`config.mk`:
```
export PLATFORM = sky130hd
export DESIGN_NAME = mem_port_arbiter
export DESIGN_NICKNAME = d
export VERILOG_FILES = /design/src/rtl/mem_port_arbiter.sv
export SDC_FILE = /design/constraint.sdc
export NUM_CORES = 1
export LEC_CHECK = 0
export ABC_AREA = 1
export CAP_MARGIN = 20
export CORE_AREA = 3 3 104 106
export DETAILED_ROUTE_END_ITERATION = 10
export DIE_AREA = 0 0 107 109
export PLACE_DENSITY = 0.65
export SYNTH_ARGS = -nofsm -noshare
export SYNTH_HDL_FRONTEND = slang
export SYNTH_SLANG_ARGS = --single-unit
```
`constraint.sdc`:
```
create_clock -name clk -period 1.7 [get_ports clk]
set_input_delay 0.255 -clock clk [delete_from_list [all_inputs] [get_ports clk]]
set_output_delay 0.255 -clock clk [all_outputs]
set_load 0.01 [all_outputs]
```
`src/rtl/mem_port_arbiter.sv`:
```
// mem_port_arbiter: shares one pipelined memory port between instruction fetch
// and the data port. Data has fixed priority over fetch. A starvation counter
// forces one fetch grant after STARVE_MAX consecutive denied cycles. Reads are
// tracked by a LAT-deep tag pipeline so that each response is routed to the
// requester that issued it.
// Ports:
//   clk, rst                            clock, synchronous active-high reset
//   if_req/if_addr/if_gnt               fetch request, address, combinational grant
//   if_rvalid/if_rdata                  fetch response
//   flush                               kills in-flight fetch reads, blocks fetch grant
//   d_req/d_addr/d_we/d_wdata/d_gnt     data request (d_we == 0 is a read), grant
//   d_rvalid/d_rdata                    data response
//   mem_req/mem_addr/mem_we/mem_wdata   access issued to memory
//   mem_rdata                           memory read data, valid LAT cycles after issue
module mem_port_arbiter #(
   parameter int unsigned LAT        = 2,
   parameter int unsigned STARVE_MAX = 4
) (
   input  logic        clk,
   input  logic        rst,
   input  logic        if_req,
   input  logic [31:0] if_addr,
   output logic        if_gnt,
   output logic        if_rvalid,
   output logic [31:0] if_rdata,
   input  logic        flush,
   input  logic        d_req,
   input  logic [31:0] d_addr,
   input  logic [3:0]  d_we,
   input  logic [31:0] d_wdata,
   output logic        d_gnt,
   output logic        d_rvalid,
   output logic [31:0] d_rdata,
   output logic        mem_req,
   output logic [31:0] mem_addr,
   output logic [3:0]  mem_we,
   output logic [31:0] mem_wdata,
   input  logic [31:0] mem_rdata
);

   localparam int unsigned SW = $clog2(STARVE_MAX + 1);
   localparam logic [SW-1:0] STARVE_LIMIT = SW'(STARVE_MAX);

   logic [SW-1:0]  starve_cnt;
   logic [LAT-1:0] tag_valid;
   logic [LAT-1:0] tag_owner;   // 0 = fetch, 1 = data
   logic [LAT-1:0] tag_keep;
   logic           fetch_ok;
   logic           push_valid;

   // Arbitration and request mux; reset suppresses every grant.
   always_comb begin
      fetch_ok  = if_req && !flush && !rst;
      if_gnt    = fetch_ok && (!d_req || (starve_cnt == STARVE_LIMIT));
      d_gnt     = d_req && !rst && !if_gnt;
      mem_req   = if_gnt || d_gnt;
      mem_addr  = 32'h0;
      mem_we    = 4'h0;
      mem_wdata = 32'h0;
      if (if_gnt) begin
         mem_addr = if_addr;
      end else if (d_gnt) begin
         mem_addr  = d_addr;
         mem_we    = d_we;
         mem_wdata = d_wdata;
      end
      push_valid = mem_req && (mem_we == 4'h0);
   end

   // Flush invalidates every fetch-owned tag, including the one at the output.
   always_comb begin
      tag_keep = flush ? (tag_valid & tag_owner) : tag_valid;
   end

   // Response routing from the oldest tag.
   always_comb begin
      if_rvalid = tag_keep[LAT-1] && !tag_owner[LAT-1] && !rst;
      d_rvalid  = tag_keep[LAT-1] &&  tag_owner[LAT-1] && !rst;
      if_rdata  = mem_rdata;
      d_rdata   = mem_rdata;
   end

   // In-flight tag pipeline: stage 0 holds the access issued last cycle.
   always_ff @(posedge clk) begin
      if (rst) begin
         tag_valid <= '0;
         tag_owner <= '0;
      end else begin
         tag_valid[0] <= push_valid;
         tag_owner[0] <= d_gnt;
         for (int i = 1; i < int'(LAT); i++) begin
            tag_valid[i] <= tag_keep[i-1];
            tag_owner[i] <= tag_owner[i-1];
         end
      end
   end

   // Starvation counter: counts consecutive cycles fetch was eligible but denied.
   always_ff @(posedge clk) begin
      if (rst) begin
         starve_cnt <= '0;
      end else if (fetch_ok && !if_gnt) begin
         if (starve_cnt != STARVE_LIMIT) begin
            starve_cnt <= starve_cnt + SW'(1);
         end
      end else begin
         starve_cnt <= '0;
      end
   end

endmodule

```
==> results of run 1 <==
[critical path: stages, from the launching register on]
cell and delay [ps]:
dfxtp_2 310, inv_2 60, ha_4 140, nand2_2 60
nand2_2 70, nand3_4 90, nand2_4 130, inv_8 60
buf_12 130, buf_16 140, nand2_2 50, nand2_1 40
buf_2 130
[through the flow]
step | TNS, ps | std cells | setup slack [ps]
2_1_floorplan | 0 | 284 | 149
3_3_place_gp | -33650 | 536 | -544
3_5_place_dp | -35950 | 536 | -588
4_1_cts | -5130 | 554 | -162
5_1_grt | -11810 | 553 | -280
6_report | -5100 | 553 | -189
[kinds of logic after synthesis]
| family | after synthesis | share of synthesized area (%) |
|---|---|---|
| compound gates | 4 | 1.62 |
| xor+xnor | 1 | 0.568 |
| fa+ha+maj | 2 | 1.62 |
| buf+inv | 119 | 49.0 |
| flops | 7 | 9.08 |
| simple gates | 151 | 38.1 |
[cells in the final DEF (no fill, tap or decap), types with 5 or more instances in the layout]
cell	netlist	layout
inv_1	42	39
nor2_1	40	36
nand2_2	3	28
nand2_4	0	12
dfxtp_1	7	5
nand2_1	103	66
buf_12	0	6
buf_4	67	19
clkdlybuf4s50_1	0	102
buf_2	0	62
nor2_2	1	5
inv_2	3	5
buf_6	5	11
[final timing paths]
path,startpoint,end,cells after the start
worst max register to register,starve_cnt[1],tag_valid[0],11
worst min register to register,tag_valid[0],tag_valid[1],2
worst max-delay path,starve_cnt[1],mem_addr[7],12
worst min-delay path,rst,tag_owner[1],2
[what timing repair did]
item | in CTS | in global routing
buffers inserted | 11 | 1
pin swaps | 3 | 3
resized for setup | 331 | 37
gates cloned | 3 | 0
setup endpoints to repair | 72 | 72
[state kept, by name (all words and copies together), names as in the netlist]
register,flops
starve_cnt,3
tag_owner,2
tag_valid,2
[metal layers]
metal / part of all wire (%) / up-vias
met2: 50 / 153
met3: 15 / 12
met5: 0 / -
met1: 34 / 840
met4: 1.8 / 0
li1: - / 1020
[layout make-up]
class / instances / area (um2)
timing repair buffer: 206 / 1810
fill: 1056 / 6690
clock buffer: 4 / 45.0
tap: 133 / 166
inverter: 45 / 176
multi-input combinational: 158 / 830
sequential: 7 / 143
[power by group]
part / switching (mW) / internal (mW)
Sequential: 0.00174 / 0.170
Clock: 0.0710 / 0.162
Combinational: 0.244 / 0.381
==> qor.csv, run 1 <==
metric,value,unit
synthTopCellsByCount,"103 x nand2_1, 67 x buf_4, 42 x inv_1, 40 x nor2_1, 7 x dfxtp_1",
required,1440,ps
synthTopCellsByArea,"buf_4 33%, nand2_1 25%, inv_1 10%",
hold_viol,0,
reg2reg_slack,330,ps
ctsHoldBuffers,0,
clock_latency,220,ps
synth-edff-count,0,
syn-cell-area,1540,um2
power.density,325,nW/um2
grt_overflow_total,0,
fin_crit,1890,ps
n_antenna_cell,0,
cts_buffer_depth,2,
worstPathArrival,1630,ps
dieArea,11700,um2
worst_slew_pin_slew,185,ps
clock-sinks,7,
crit_path_max_fanout,7,
numCtsBuffers,3,
setup_ws,-189,ps
wl_per_cell,12.3,um
cellLeakagePower,1.80,nW
clkTransAtPathRegs,40,ps
die_h,109,um
drv_cap,0,
final_util,32.2,%
synth_seq_cells,7,
dr.pass1.iters,4,
gp_congestion,0.661,
max-vdd-ir-drop,0.221,mV
fin_nets,560,
fin_crit_sh,111,%
slew-limit-headroom,87.6,%
top_usage_layer,met2,
die_x,107,um
synthDistinctLibCells,19,
max_freq,529,MHz
port_buffers,177,
rows,36,
final_antenna_net_count,0,
total_power,1.03,mW
ys_dominant_reg_cell,dfxtp_1,
crit_type,reg -> out,
grt_pass1_vias,2125,
drt-total-wl,6810,um
met1_usage,9.62,%
yosysMostFrequentCell,nand2_1,
antenna_found_initial,0,
cts_tree,yes,
async_flop_share,0,%
outcome,"complete, but fails checks",
h-tree-depth,1,
rsz0062_at_grt,yes,
dp_hpwl,5300,um
ios,274,
setup_viol,70,
worst_setup_path_end_kind,primary output,
ys_seq_area_share,9.08,%
synth_area_leader_cell,buf_4,
start_util,15.6,%
syn_nets,423,
hp-class,in -> reg,
synth_top_area_share,32.6,%
vias,2025,
violations,setup timing,
area_delta_synth_final,106,%
fin_skew,3.05,ps
avgSynthCellArea,5.43,um2
grt_pass1_wl,9860,um
via_per_inst,3.66,
yosysWarnings,0,
start_kind,flip-flop,
grtUsageTotal,10.4,%
syn_inst,284,
grt_max_degree,38,
drt_iter0_drc,85,
core_area,9860,um2
holdWs,426,ps
use_met3,5.57,%
route.detailed.drc,0,
finalInstanceArea,3170,um2
root_buffer,clkbuf_8,
grt_use_met2,20.3,%
drv_slew,0,
drive_gt1_share,37.6,%
postPlaceCellArea,3050,um2
Power figures use the tool's default switching activity.
==> run 2: changes to the inputs <==
--- a/config.mk
+++ b/config.mk
@@ -7,10 +7,11 @@
 export LEC_CHECK = 0
 export ABC_AREA = 1
 export CAP_MARGIN = 20
-export CORE_AREA = 3 3 104 106
+export CORE_AREA = 3 3 105 107
+export CTS_BUF_LIST = sky130_fd_sc_hd__clkbuf_16
 export DETAILED_ROUTE_END_ITERATION = 10
-export DIE_AREA = 0 0 107 109
-export PLACE_DENSITY = 0.65
+export DIE_AREA = 0 0 108 110
+export PLACE_DENSITY = 0.64
 export SYNTH_ARGS = -nofsm -noshare
 export SYNTH_HDL_FRONTEND = slang
 export SYNTH_SLANG_ARGS = --single-unit
==> constraint.sdc (replaced) <==
create_clock -name clk -period 2.3 [get_ports clk]
set_input_delay 0.46 -clock clk [delete_from_list [all_inputs] [get_ports clk]]
set_output_delay 0.46 -clock clk [all_outputs]
set_load 0.01 [all_outputs]
==> qor.csv, run 2 (synthesis results as in run 1) <==
metric,value,unit
drt-met1-wl,2220,um
final_common_cell,nand2_1,
numCtsBuffers,3,
wl_met3,974,um
core_area,10200,um2
worst_setup_path_end_kind,primary output,
drt_iter0_drc,51,
clock_latency,230,ps
route.detailed.drc,0,
via_per_inst,3.62,
seqPwrFrac,15.4,%
max_freq,453,MHz
crit_path_max_fanout,19,
grtUsageTotal,9.12,%
grt_overflow_total,0,
crit_type,reg -> out,
pwr-share-clk,35.1,%
power.density,278,nW/um2
cellLeakagePower,1.62,nW
root_buffer,clkbuf_16,
holdWs,425,ps
clkTransAtPathRegs,40,ps
hold_viol,0,
ios,274,
antenna_found_initial,0,
final_antenna_net_count,0,
final_cell_mix,"103 x nand2_1, 102 x clkdlybuf4s50_1, 52 x clkbuf_2",
cts_tree,yes,
total_power,821,uW
p_int,602,uW
hp-class,reg -> reg,
cts_buffer_depth,2,
port_buffers,177,
grt_pass1_vias,1781,
drt-total-wl,6370,um
area_delta_synth_final,91.2,%
worstPathArrival,1750,ps
rows,37,
drive_gt1_share,22.7,%
max-vdd-ir-drop,0.142,mV
pwr-share-comb,49.4,%
dr.pass1.iters,3,
dp_hpwl,5110,um
clock-sinks,7,
h-tree-depth,1,
wl_per_cell,11.7,um
fin_nets,550,
power.share.switching,26.7,%
start_kind,flip-flop,
reg_top3,"starve_cnt x3, tag_owner x2, tag_valid x2",
vias,1978,
n_antenna_cell,0,
grt_pass1_wl,8550,um
start_util,15.1,%
worst_slew_pin_slew,183,ps
required,1840,ps
die_x,108,um
drv_cap,0,
drv_slew,0,
regMostFlops,starve_cnt,
die_h,110,um
dieArea,11900,um2
fin_crit_sh,96.0,%
fin_crit,2210,ps
fin_skew,1.25,ps
power_switching,219,uW
top_layer_used,met4,
largest_register_ffs,3,
outcome,"finished, final reports clean",
slew-limit-headroom,87.7,%
grt_max_degree,38,
gp_congestion,0.675,
dr_wl_met2,3030,um
setup_viol,0,
run 2: cell types whose count changed in the layout (fill, tap and decap cells not counted), moves of 11 or more:
cell	delta
buf_6	-11
nand2_1	+37
nand2_2	-26
nand2_4	-11
clkbuf_2	+52
buf_2	-57
run 2: metal layers:
layer / vias to the layer above / global-route usage, %
li1: 1000 / -
met1: 815 / 9.13
met2: 150 / 16.2
met3: 13 / 5.01
met4: 0 / 2.89
met5: - / 0
run 2: worst max-delay path, stage by stage, from the launching register on:
cell,delay [ps]
dfxtp_1,320
inv_1,50
ha_2,190
nand2_2,80
nand2_2,60
nand3_4,120
nand2_4,70
buf_4,150
buf_12,150
nor2_1,80
clkdlybuf4s15_1,240
run 2: final cells by class:
type                       instances  area [um2]
sequential                         7         140
inverter                          45         174
timing repair buffer             196        1720
fill                            1125        7280
clock inverter                     1        3.75
clock buffer                       3        75.1
multi-input combinational        158         667
tap                              136         170
run 2: power groups by stage:
| stage | combinational, mW | sequential (mW) | clock [mW] |
|---|---|---|---|
| floorplan | 0.237 | 0.128 | 0 |
| global placement | 0.436 | 0.129 | 0 |
| detailed placement | 0.437 | 0.129 | 0 |
| CTS | 0.417 | 0.127 | 0.294 |
| global route | 0.439 | 0.127 | 0.303 |
| finish | 0.406 | 0.127 | 0.288 |
run 2: stage by stage:
stage / utilization [%] / cell area (um2) / TNS, ps / instances / setup WS, ps
6_report: 28.8 / 2950 / 0 / 546 / 92.0
5_1_grt: 28.8 / 2950 / -0.218 / 546 / -0.218
4_1_cts: 30.7 / 3140 / 0 / 544 / 2.19
3_5_place_dp: 29.6 / 3030 / -21340 / 536 / -387
3_3_place_gp: 29.6 / 3030 / -19790 / 536 / -372
2_1_floorplan: - / 1540 / 0 / 284 / 544
run 2: timing repair:
| action | 4_1_cts | 5_1_grt |
|---|---|---|
| cloned | 2 | 1 |
| endpoints found under the hold margin | 0 | 0 |
| pin swaps | 3 | 0 |
| buffers inserted | 2 | 1 |
| resized for setup | 100 | 116 |
| hold buffers | 0 | 0 |
| setup endpoints to repair | 71 | 67 |
run 2: worst paths after layout:
check,from,end,slack (ps),cells past startpoint
setup reg to reg,starve_cnt[0],tag_owner[0],920,9
hold reg to reg,tag_valid[0],tag_valid[1],430,2
setup / recovery,starve_cnt[0],mem_wdata[4],90,10
hold / removal,tag_valid[0],tag_valid[1],430,2
